$ cat src/rtl/arc4_pkg.sv
// Shared definitions for the ARC4 key-cracker blocks: loader FSM states and widths.
package arc4_pkg;

    localparam int          KEY_W       = 24;
    localparam int          BYTE_W      = 8;
    localparam logic [7:0]  CT_LEN_ADDR = 8'd0;

    typedef enum logic [2:0] {
        ST_IDLE      = 3'd0,
        ST_LEN       = 3'd1,
        ST_DATA      = 3'd2,
        ST_LAUNCH    = 3'd3,
        ST_WAIT_BUSY = 3'd4,
        ST_WAIT_DONE = 3'd5
    } ct_loader_state_t;

endpackage

$ cat src/rtl/ct_loader.sv
// Streams a length-prefixed ciphertext into CT memory, launches the cracker,
// and latches the recovered key (or a timeout) for the top level.
module ct_loader
    import arc4_pkg::*;
#(
    parameter logic [31:0] TIMEOUT_CYCLES = 32'd16777216
) (
    input  logic                clk,
    input  logic                rst_n,
    input  logic                en,
    output logic                rdy,
    input  logic                in_valid,
    input  logic [BYTE_W-1:0]   in_data,
    output logic                in_ready,
    output logic [7:0]          ct_addr,
    output logic [BYTE_W-1:0]   ct_wrdata,
    output logic                ct_wren,
    input  logic [7:0]          crack_ct_addr,
    output logic                crack_en,
    input  logic                crack_rdy,
    input  logic [KEY_W-1:0]    crack_key,
    input  logic                crack_key_valid,
    output logic [KEY_W-1:0]    key,
    output logic                key_valid,
    output logic                timed_out
);

    ct_loader_state_t   state_q, state_d;
    logic [7:0]         len_q, len_d;
    logic [7:0]         wptr_q, wptr_d;
    logic [31:0]        timer_q, timer_d;
    logic [KEY_W-1:0]   key_q, key_d;
    logic               kv_q, kv_d;
    logic               to_q, to_d;

    logic accept;
    logic crack_phase;
    logic timeout_hit;

    assign rdy         = (state_q == ST_IDLE);
    assign in_ready    = (state_q == ST_LEN) || (state_q == ST_DATA);
    assign accept      = in_valid && in_ready;
    assign crack_phase = (state_q == ST_WAIT_BUSY) || (state_q == ST_WAIT_DONE);
    assign timeout_hit = (TIMEOUT_CYCLES != 32'd0) && (timer_q == TIMEOUT_CYCLES - 32'd1);

    // The cracker owns the read address for the whole crack phase.
    always_comb begin
        ct_addr = 8'd0;
        if (crack_phase)              ct_addr = crack_ct_addr;
        else if (state_q == ST_LEN)   ct_addr = CT_LEN_ADDR;
        else if (state_q == ST_DATA)  ct_addr = wptr_q;
    end

    assign ct_wren   = accept;
    assign ct_wrdata = accept ? in_data : '0;
    assign crack_en  = (state_q == ST_LAUNCH) && crack_rdy;

    assign key       = key_q;
    assign key_valid = kv_q;
    assign timed_out = to_q;

    always_comb begin
        state_d = state_q;
        len_d   = len_q;
        wptr_d  = wptr_q;
        timer_d = timer_q;
        key_d   = key_q;
        kv_d    = kv_q;
        to_d    = to_q;
        unique case (state_q)
            ST_IDLE: begin
                if (en) begin
                    state_d = ST_LEN;
                    key_d   = '0;
                    kv_d    = 1'b0;
                    to_d    = 1'b0;
                end
            end
            ST_LEN: begin
                if (accept) begin
                    len_d   = in_data;
                    wptr_d  = 8'd1;
                    state_d = (in_data == 8'd0) ? ST_IDLE : ST_DATA;
                end
            end
            ST_DATA: begin
                // Stop at wptr==L rather than incrementing, so L=255 never wraps.
                if (accept) begin
                    if (wptr_q == len_q) state_d = ST_LAUNCH;
                    else                 wptr_d  = wptr_q + 8'd1;
                end
            end
            ST_LAUNCH: begin
                if (crack_rdy) begin
                    timer_d = 32'd0;
                    state_d = ST_WAIT_BUSY;
                end
            end
            ST_WAIT_BUSY: begin
                timer_d = timer_q + 32'd1;
                if (timeout_hit) begin
                    to_d    = 1'b1;
                    kv_d    = 1'b0;
                    state_d = ST_IDLE;
                end else if (!crack_rdy) begin
                    state_d = ST_WAIT_DONE;
                end
            end
            ST_WAIT_DONE: begin
                timer_d = timer_q + 32'd1;
                // Completion takes priority over a coincident timeout.
                if (crack_rdy) begin
                    key_d   = crack_key;
                    kv_d    = crack_key_valid;
                    state_d = ST_IDLE;
                end else if (timeout_hit) begin
                    to_d    = 1'b1;
                    kv_d    = 1'b0;
                    state_d = ST_IDLE;
                end
            end
            default: state_d = ST_IDLE;
        endcase
    end

    always_ff @(posedge clk or negedge rst_n) begin
        if (!rst_n) begin
            state_q <= ST_IDLE;
            len_q   <= 8'd0;
            wptr_q  <= 8'd0;
            timer_q <= 32'd0;
            key_q   <= '0;
            kv_q    <= 1'b0;
            to_q    <= 1'b0;
        end else begin
            state_q <= state_d;
            len_q   <= len_d;
            wptr_q  <= wptr_d;
            timer_q <= timer_d;
            key_q   <= key_d;
            kv_q    <= kv_d;
            to_q    <= to_d;
        end
    end

endmodule

$ cat config.mk
export PLATFORM = sky130hd
export DESIGN_NAME = ct_loader
export DESIGN_NICKNAME = d
export VERILOG_FILES = /design/src/rtl/arc4_pkg.sv /design/src/rtl/ct_loader.sv
export SDC_FILE = /design/constraint.sdc
export NUM_CORES = 1
export LEC_CHECK = 0
export CORE_ASPECT_RATIO = 0.7
export CORE_MARGIN = 1
export CORE_UTILIZATION = 45
export CTS_CLUSTER_DIAMETER = 120
export DETAILED_ROUTE_END_ITERATION = 8
export GPL_ROUTABILITY_DRIVEN = 0
export GPL_TIMING_DRIVEN = 0
export HOLD_SLACK_MARGIN = 0.03
export PLACE_DENSITY = 0.76
export SLEW_MARGIN = 20
export SYNTH_ARGS = -nofsm -noshare
export SYNTH_HDL_FRONTEND = slang
export SYNTH_SLANG_ARGS = --single-unit
$ cat constraint.sdc
create_clock -name clk -period 1.95 [get_ports clk]
set_clock_uncertainty 0.2 [all_clocks]
set_input_delay 0.2925 -clock clk [delete_from_list [all_inputs] [get_ports clk]]
set_output_delay 0.2925 -clock clk [all_outputs]
set_load 0.01 [all_outputs]
==> results.md, run 1 <==
* Status: finished, violations left
* Violations in the final reports: design-rule violations, negative setup slack
* Min Tclk post-route at approximately 2.1 ns
* DRT iter0 DRCs at 290
* Most common cell in the netlist: nand2_1
* Clock latency on the worst-skew pair at around 0.34 ns
* Cell Area, Synth at ~3800 um^2
* DR vias/cell at 5.85
* Clock tree buffer depth at 2
* Pwr Density at approximately 1300 nW/um^2
* Crit-path cells: xnor2_4 -> nor2_4 -> buf_6 -> and2_4 -> buf_6
* Grt total ovfl at 0
* Buf/Inv on CP at 2
* Cell Area, Placed at 4900 um^2
* Wirelength per Cell at 19.0 um
* Sequential cell area at roughly 1900 um^2
* Final nets at 615
* DR vias at 3,940
* VDD IR-drop max at 0.000794 V
* Rel. slew slack at 0.691
* Register area share after synthesis at 0.503
* Setup CP Type: reg2out
* Largest cells by area after synthesis: dfrtp_1 50%, nand2_1 7.8%, o21ai_0 6.5%
* Multi-input logic area at 2140 um^2
* ANT nets after route at 0
* RSZ-0062 raised after global routing: true
* Synthesized flop and latch total at between 70 and 80
* Most used cell, CP: buf_6
* Area Overhead vs Synth at 59.2%
* Antenna violations before repair at 0
* Yosys top cell area share at 0.503
* Die width at around 110 um
* Slowest-stage cell, CP: dfrtp_2
* Synth area leader: dfrtp_1
* Worst-margin pin slew at 0.463 ns
* First-pass GRT wire length at 18.4 mm
* Vias in the first global route at about 3,700
* CTS tree: done
* Max cap viols at 0
* I/O pin count at just over 90
* Top cells by count, synth: 80 x nand2_1, 77 x dfrtp_1, 50 x o21ai_0
* Crit path max-delay family: flip-flops
* Die Height at 79.2 um
* Worst Setup Slack, final at -0.183 ns
* DRC at 1
* Fin area at 6100 um^2
* # port buffers at 91
* # fillers at 488
* Largest net degree at the start of global routing at 48
* FP Rows at 27
* Leak at 0.00266 uW
* Syn_area_per_cell at 9.42 um^2
* Main flop type after synthesis: dfrtp_1
* First drt pass iteration count at 9
* Data required time of the worst path at 1.46 ns
* Setup violators final at 29
* Worst-path clk slew at 0.06 ns
* Num CTS Buffers at 9
* Flop-to-flop setup slack at -0.17 ns
* Slowest cell delay on critical path at 0.49 ns
* Ys async rst share at 1.00
* Setup WS pre-CTS at -0.683 ns
* Share of cells above drive strength 1 at 0.325
* Post-detail-place hpwl at 7.02 mm
* Part of the cycle the worst path needs at 1.09
* Starting density of the core at 0.475
* Power Total at just over 8000 uW
* Hold Fails Final Rpt at 0
* Pins Over Slew Limit at 0
* Number of distinct library cells after synthesis at 44
* TritonCTS Sinks at 77
* Startpoint type of the worst setup path: flip-flop
* Min-Delay Path Class: in2reg
* Core area at 8070 um^2
* N_diodes at 0
* Die Footprint at 8900 um^2
* Worst EP arrival at 1.64 ns
* Root buf cell: clkbuf_16
* Synthesis Warnings at 0
* Drt total wl at between 10 and 15 mm
* Post-synth EDFFs at 0
* Fmax at 469 MHz
* CTS H-tree lvls at 3
* Syn Nets at 455
* Cells after synthesis at roughly 410
* CP Capture Type: primary output
* Critical Path Fanout Max at 5
* Overall Global Routing Usage at 0.271
## layout make-up
cell class | count | area share
multi-input cells | 309 | 0.351
clock buffers | 11 | 0.0398
clock inverters | 5 | 0.0137
plain buffers | 18 | 0.0283
inverters | 4 | 0.00246
well taps | 101 | 0.0207
flip-flops and latches | 77 | 0.318
repair buffers | 148 | 0.227
## report_power, final
group | switching, uW | leakage, uW | internal (uW)
logic | 1840 | 0.00148 | 1960
registers | 459 | 0.00103 | 1990
clock network | 674 | 0.000152 | 1160
## path summary, 6_finish.rpt
path / startpoint / to / depth (start not counted)
setup / recovery: state_q[1]$_DFFE_PN0P_ / ct_wrdata[1] / 5
hold / removal: in_valid / state_q[0]$_DFFE_PN0P_ / 3
setup reg to reg: wptr_q[7]$_DFFE_PN0P_ / wptr_q[0]$_DFFE_PN0P_ / 6
hold reg to reg: key[21]$_DFFE_PN0P_ / key[21]$_DFFE_PN0P_ / 2
max in group asynchronous: rst_n / state_q[1]$_DFFE_PN0P_ / 3
min in group asynchronous: rst_n / wptr_q[2]$_DFFE_PN0P_ / 2
## repair_timing
action / CTS / global route
cloned: 3 / 2
resized for setup: 155 / 73
hold endpoints to repair: 30 / 0
setup buffers: 24 / 31
pin swaps: 34 / 31
endpoints found under the setup margin: 86 / 81
hold buffers: 1 / 0
## logic make-up after synthesis
group / Yosys count / synth area share
compound gates: 98 / 0.156
xor+xnor: 11 / 0.0251
fa+ha+maj: 2 / 0.00653
buf+inv: 23 / 0.0248
flops: 77 / 0.503
mux: 16 / 0.0447
simple gates: 180 / 0.240
## worst register-to-register path, delay by kind of cell (launching register included)
kind	cells	cell delay [ns]
AND/OR/NAND/NOR	2	0.35
flip-flops	1	0.45
XOR/XNOR	1	0.19
buffers and inverters	1	0.25
AO/OA/AOI/OAI	2	0.56
## placed cells by master, fill, tap and decap left out, drive strengths merged, types with 8 or more instances in the layout
cell	instances
o21ai	50
a21oi	13
dfrtp	77
o31ai	8
a22o	8
nand2	80
nand4	14
and2	12
clkdlybuf4s50	68
nand3	24
xnor2	9
buf	86
nor2	14
mux2	9
clkbuf	20
## metrics by stage
| step | std cells | utilization | TNS, ns | hold slack [ns] |
|---|---|---|---|---|
| 4_1_cts | 642 | 0.701 | -1.71 | 0.241 |
| 3_5_place_dp | 600 | 0.607 | -40.32 | 0.0631 |
| 2_1_floorplan | 407 | - | 0 | -0.203 |
| 3_3_place_gp | 599 | 0.604 | -216.34 | 0.260 |
| 6_report | 673 | 0.756 | -3.05 | 0.211 |
| 5_1_grt | 673 | 0.756 | -5.21 | 0.217 |
## registers in the layout (all words and copies together) (netlist names)
register	count
state_q	3
len_q	8
timer_q	32
timed_out	1
key_valid	1
wptr_q	8
key	24
## layer usage
metal / vias up / global-route usage / share of wire
met2: 201 / 0.432 / 0.47
met1: 1904 / 0.333 / 0.41
li1: 1791 / - / -
met5: - / 0 / 0
met3: 44 / 0.0992 / 0.090
met4: 0 / 0.119 / 0.029
No activity file was read; power rests on OpenSTA's default activity.
==> inputs of run 2 (changes only) <==
--- a/config.mk
+++ b/config.mk
@@ -7,13 +7,14 @@
 export LEC_CHECK = 0
 export CORE_ASPECT_RATIO = 0.7
 export CORE_MARGIN = 1
-export CORE_UTILIZATION = 45
+export CORE_UTILIZATION = 50
 export CTS_CLUSTER_DIAMETER = 120
 export DETAILED_ROUTE_END_ITERATION = 8
 export GPL_ROUTABILITY_DRIVEN = 0
 export GPL_TIMING_DRIVEN = 0
 export HOLD_SLACK_MARGIN = 0.03
-export PLACE_DENSITY = 0.76
+export PLACE_DENSITY = 0.8
+export SETUP_SLACK_MARGIN = 0.2
 export SLEW_MARGIN = 20
 export SYNTH_ARGS = -nofsm -noshare
 export SYNTH_HDL_FRONTEND = slang
==> constraint.sdc (replaced) <==
create_clock -name clk -period 2.55 [get_ports clk]
set_clock_uncertainty 0.2 [all_clocks]
set_input_delay 0.3825 -clock clk [delete_from_list [all_inputs] [get_ports clk]]
set_output_delay 0.3825 -clock clk [all_outputs]
set_load 0.01 [all_outputs]
==> run 2 against run 1 <==
The flow now finishes without violations. Final cell count down 6.5%. Sequential power is 26% lower. Total power down 41%. Sequential cell count did not move. Non-clock buffer count fell by 38. Via count shrank 7.2%. Register-to-register slack gained 0.50 ns. Worst hold slack better by 0.037 ns. Critical path type unchanged.
==> results.md, run 2 (synthesis results as in run 1) <==
* First-pass GRT wire length at 17.0 mm (-7.4%)
* Die width at 107 um (-5.0%)
* Pwr Density at 905 nW/um^2 (-32%)
* Post-detail-place hpwl at 7.17 mm (+2.2%)
* Startpoint type of the worst setup path: flip-flop
* N_diodes at 0 (unchanged)
* Starting density of the core at 0.521 (+0.0466)
* Crit path max-delay family: buffers and inverters
* Die Footprint at 8030 um^2 (-9.8%)
* DRT iter0 DRCs at 232 (-20%)
* FP Rows at 26 (-3.7%)
* Final nets at 576 (-6.3%)
* Worst-margin pin slew at 0.520 ns (+0.0574 ns)
* Worst EP arrival at 1.72 ns (+0.08 ns)
* Fin Setup TNS at 0 ns (+3.05 ns)
* Pins Over Slew Limit at 0 (unchanged)
* Area Overhead vs Synth at 38.0%
* Die Height at 75.3 um (-5.0%)
* Leak at 0.00238 uW (-11%)
* DRC at 0 (-1)
* CTS H-tree lvls at 3 (unchanged)
* Critical Path Fanout Max at 8 (+3)
* Min-Delay Path Class: in2async
* Rel. slew slack at 0.651 (-0.0398)
* TritonCTS Sinks at 77 (unchanged)
* Max cap viols at 0 (unchanged)
* Buf/Inv on CP at 4 (+2)
* DR vias/cell at 5.82 (-0.66%)
* Num CTS Buffers at 9 (unchanged)
* Wirelength per Cell at 16.6 um (-12%)
* Grt total ovfl at 0 (unchanged)
* Antenna violations before repair at 0 (unchanged)
* Worst-path clk slew at 0.08 ns (+0.02 ns)
* Largest net degree at the start of global routing at 57 (+19%)
* Vias in the first global route at 3,522 (-5.4%)
* Root buf cell: clkbuf_8
* Crit-path cells: buf_6 -> xnor2_4 -> buf_6 -> buf_4 -> nor2_1 -> dlygate4sd2_1
* Max reg flops at 32 (unchanged)
* Setup violators final at 0 (-100%)
* # port buffers at 91 (unchanged)
* Fmax at 435 MHz
* Min Tclk post-route at 2.30 ns
* CP Capture Type: primary output
* Overall Global Routing Usage at 0.276 (+0.00458)
* Most flop-heavy register: timer_q
* I/O pin count at 92 (unchanged)
* Part of the cycle the worst path needs at 0.902
* Share of cells above drive strength 1 at 0.141 (-0.184)
* Slowest-stage cell, CP: dfrtp_1
* Commonest non-fill, non-tap cell in the layout: nand2_1
* CTS tree: done
* Most frequent cells in the layout: 80 x nand2_1, 76 x dfrtp_1, 69 x clkdlybuf4s50_1
* Status: complete, no violations
* Power Total at 4790 uW (-41%)
* DR vias at 3,658 (-7.2%)
* Clock tree buffer depth at 2 (unchanged)
* VDD IR-drop max at 0.000567 V (-29%)
* Data required time of the worst path at 1.97 ns (+0.51 ns)
* Clock latency on the worst-skew pair at 0.35 ns (about the same)
* Drt total wl at 10.5 mm (-18%)
* Slowest cell delay on critical path at 0.40 ns (-0.09 ns)
* ANT nets after route at 0 (unchanged)
* Hold Fails Final Rpt at 0 (unchanged)
* Setup CP Type: reg2out
* First drt pass iteration count at 5 (-4)
* Core area at 7350 um^2 (-8.9%)
* RSZ-0062 raised after global routing: true
* Most used cell, CP: buf_6
[run 2: cell count changes in the layout (fill, tap and decap cells not counted), moves of 8 or more]
cell,before,now
buf_4,41,16
buf_6,25,2
clkbuf_16,10,0
clkbuf_8,2,12
and2_1,3,12
and2_4,9,0
dfrtp_1,67,76
dfrtp_2,10,1
buf_2,14,6
[run 2: path summary, 6_finish.rpt]
| path | start | to | slack (ns) | depth (start not counted) |
|---|---|---|---|---|
| setup / recovery | state_q[0]$_DFFE_PN0P_ | in_ready | 0.25 | 6 |
| hold / removal | rst_n | timer_q[0]$_DFFE_PN0P_ | 0.25 | 2 |
| setup reg to reg | state_q[0]$_DFFE_PN0P_ | wptr_q[4]$_DFFE_PN0P_ | 0.33 | 10 |
| hold reg to reg | key[10]$_DFFE_PN0P_ | key[10]$_DFFE_PN0P_ | 0.28 | 2 |
| max in group asynchronous | rst_n | key[20]$_DFFE_PN0P_ | 1.33 | 3 |
| min in group clk | key[10]$_DFFE_PN0P_ | key[10]$_DFFE_PN0P_ | 0.28 | 2 |
[run 2: layout make-up]
cell class,count,area (um^2)
plain buffers,19,108
flip-flops and latches,77,1930
fillers,559,2060
multi-input cells,308,1880
repair buffers,109,1070
well taps,98,123
clock inverters,2,10.0
clock buffers,12,155
inverters,4,15.0
[run 2: repair_timing]
| item | CTS | global route |
|---|---|---|
| cloned | 1 | 0 |
| buffers inserted | 6 | 10 |
| pin swaps | 2 | 6 |
| resized for setup | 29 | 41 |
| hold buffers | 1 | 0 |
| endpoints found under the hold margin | 21 | 0 |
| setup endpoints to repair | 24 | 57 |
[run 2: through the flow]
| step | worst slack [ns] | util | area [um^2] | hold WS [ns] | instances |
|---|---|---|---|---|---|
| after global routing | 0.182 | 0.720 | 5290 | 0.284 | 629 |
| after detailed placement | -0.277 | 0.665 | 4890 | 0.0970 | 597 |
| after CTS | 0.0386 | 0.701 | 5160 | 0.251 | 619 |
| after global placement | -1.81 | 0.662 | 4870 | 0.260 | 596 |
| final | 0.251 | 0.720 | 5290 | 0.248 | 629 |
| after floorplan | 0.481 | - | 3830 | -0.113 | 407 |
[run 2: layer usage]
metal  vias up  track usage  wire, um  share of wire
met5         -            0         0              0
met4         0       0.0715        74         0.0071
met3        12       0.0970       864          0.083
met2       146        0.427      4730           0.45
met1      1795        0.374      4780           0.46
li1       1705            -         -              -
[run 2: power by group]
part | internal, uW | switching, uW
Clock | 393 | 435
Combinational | 1040 | 1100
Sequential | 1510 | 298
[run 2: worst reg2reg max path: stages, from the launching register on]
cell and delay [ns]:
dfrtp_1 0.40, buf_6 0.15, xnor2_4 0.16, nor2_4 0.13, buf_4 0.12, buf_4 0.10, buf_4 0.11, o41ai_4 0.10
buf_4 0.19, or3_1 0.37, a21oi_2 0.13
==> inputs of run 3 (changes only) <==
--- a/config.mk
+++ b/config.mk
@@ -8,6 +8,7 @@
 export CORE_ASPECT_RATIO = 0.7
 export CORE_MARGIN = 1
 export CORE_UTILIZATION = 50
+export CTS_BUF_LIST = sky130_fd_sc_hd__clkbuf_8
 export CTS_CLUSTER_DIAMETER = 120
 export DETAILED_ROUTE_END_ITERATION = 8
 export GPL_ROUTABILITY_DRIVEN = 0
==> run 3 against run 2 <==
Critical path depth unchanged. Sequential power about the same. First-iteration DRC count decreased by 2.6%. Clock power about the same. Largest power group unchanged. Sequential cell count stayed put.
==> results.md, run 3 (synthesis results as in run 1) <==
* Commonest non-fill, non-tap cell in the layout: nand2_1
* N_diodes at 0 (unchanged)
* Most used cell, CP: buf_4
* Largest net degree at the start of global routing at 57 (unchanged)
* Data required time of the worst path at 1.97 ns (about the same)
* Grt total ovfl at 0 (unchanged)
* Setup CP Type: reg2out
* Clock latency on the worst-skew pair at 0.35 ns (about the same)
* Min-Delay Path Class: in2async
* Rel. slew slack at 0.645 (-0.00548)
* Most flop-heavy register: timer_q
* DRT iter0 DRCs at 226 (-2.6%)
* Slowest cell delay on critical path at 0.40 ns (about the same)
* TritonCTS Sinks at 77 (unchanged)
* Antenna violations before repair at 0 (unchanged)
* FP Rows at 26 (unchanged)
* Die Height at 75.3 um (unchanged)
* First-pass GRT wire length at 17.0 mm (unchanged)
* Fin Setup TNS at 0 ns (unchanged)
* Part of the cycle the worst path needs at 0.901 (about the same)
* Core area at 7350 um^2 (unchanged)
* Setup violators final at 0 (unchanged)
* Setup WS pre-CTS at -0.277 ns (unchanged)
* Vias in the first global route at 3,522 (unchanged)
* Worst EP arrival at 1.72 ns (about the same)
* Die width at 107 um (unchanged)
* Min Tclk post-route at 2.30 ns (-0.00107 ns)
* Fmax at 435 MHz (about the same)
* Most frequent cells in the layout: 80 x nand2_1, 76 x dfrtp_1, 69 x clkdlybuf4s50_1
* Share of cells above drive strength 1 at 0.141 (unchanged)
* Wirelength per Cell at 16.6 um (-0.11%)
* Starting density of the core at 0.521 (unchanged)
* Root buf cell: clkbuf_8
* Cell Area, Placed at 4890 um^2 (unchanged)
* Die Footprint at 8030 um^2 (unchanged)
* Area Overhead vs Synth at 38.0% (unchanged)
* Post-detail-place hpwl at 7.17 mm (unchanged)
* CTS H-tree lvls at 3 (unchanged)
* Worst Setup Slack, final at 0.252 ns (+0.00107 ns)
* DR vias at 3,654 (-0.11%)
* Leak at 0.00238 uW (+0.17%)
* DR vias/cell at 5.81 (-0.11%)
* DRC at 0 (unchanged)
* Hold Fails Final Rpt at 0 (unchanged)
* Worst-path clk slew at 0.08 ns (about the same)
* I/O pin count at 92 (unchanged)
* Startpoint type of the worst setup path: flip-flop
* Max cap viols at 0 (unchanged)
* Pins Over Slew Limit at 0 (unchanged)
* CP Capture Type: primary output
* Drt total wl at 10.4 mm (-0.11%)
* Num CTS Buffers at 9 (unchanged)
* # port buffers at 91 (unchanged)
* ANT nets after route at 0 (unchanged)
* VDD IR-drop max at 0.000567 V (about the same)
* Status: complete, no violations
* Pwr Density at 904 nW/um^2 (about the same)
* Finished Layout Cells at 629 (unchanged)
* Clock tree buffer depth at 2 (unchanged)
* Worst-margin pin slew at 0.532 ns (+0.0121 ns)
* Critical Path Fanout Max at 8 (unchanged)
* Overall Global Routing Usage at 0.276 (unchanged)
* Slowest-stage cell, CP: dfrtp_1
* Fin area at 5290 um^2 (unchanged)
* Final nets at 576 (unchanged)
* R2R cell count at 9 (-1)
* RSZ-0062 raised after global routing: true
* First drt pass iteration count at 5 (unchanged)
* Crit-path cells: buf_6 -> xnor2_4 -> nor2_4 -> buf_4 -> buf_4 -> dlygate4sd2_1
* Max reg flops at 32 (unchanged)
* Placed cell count at 597 (unchanged)
* CTS tree: done
run 3: metal layers:
| layer | wire, um | part of all wire | GRT usage | up-vias |
|---|---|---|---|---|
| met5 | 0 | 0 | 0 | - |
| met4 | 57 | 0.0055 | 0.0715 | 0 |
| met3 | 873 | 0.084 | 0.0970 | 8 |
| met2 | 4780 | 0.46 | 0.427 | 140 |
| met1 | 4740 | 0.45 | 0.374 | 1800 |
| li1 | - | - | - | 1706 |
run 3: final timing paths:
| path | startpoint | end | slack, ns |
|---|---|---|---|
| worst max-delay path | state_q[0]$_DFFE_PN0P_ | ct_wren | 0.25 |
| worst min register to register | key[10]$_DFFE_PN0P_ | key[10]$_DFFE_PN0P_ | 0.28 |
| worst min-delay path | rst_n | timer_q[0]$_DFFE_PN0P_ | 0.25 |
| worst max register to register | state_q[2]$_DFFE_PN0P_ | wptr_q[4]$_DFFE_PN0P_ | 0.33 |
| min in group clk | key[10]$_DFFE_PN0P_ | key[10]$_DFFE_PN0P_ | 0.28 |
| max in group asynchronous | rst_n | key[20]$_DFFE_PN0P_ | 1.33 |
run 3: power breakdown:
part | internal, uW | switching [uW] | total (uW)
Sequential | 1510 | 298 | 1810
Combinational | 1040 | 1100 | 2140
Clock | 389 | 437 | 827
run 3: layout make-up:
| class | count | area, um^2 |
|---|---|---|
| buffer | 19 | 108 |
| clock buffer | 11 | 151 |
| clock inverter | 3 | 13.8 |
| fill | 559 | 2060 |
| inverter | 4 | 15.0 |
| multi-input combinational | 308 | 1880 |
| sequential | 77 | 1930 |
| tap | 98 | 123 |
| timing repair buffer | 109 | 1070 |
run 3: stage by stage:
step | hold WS [ns] | util | total power [uW]
after floorplan | -0.113 | - | 2810
after global placement | 0.260 | 0.662 | 3560
after detailed placement | 0.0970 | 0.665 | 3640
after CTS | 0.251 | 0.701 | 4590
after global routing | 0.284 | 0.720 | 5070
final | 0.250 | 0.720 | 4780
run 3: timing repair:
item / CTS / global route
setup buffers: 6 / 10
gates cloned: 1 / 0
hold buffers: 1 / 0
pin swaps: 2 / 6
resized for setup: 29 / 41
endpoints found under the hold margin: 21 / 0
setup endpoints to repair: 24 / 57
run 3: worst max-delay path: cells and delay by family (launching register included):
kind	cells	cell delay, ns
xor+xnor	1	0.21
flops	1	0.40
simple gates	1	0.07
buf+inv	4	0.68
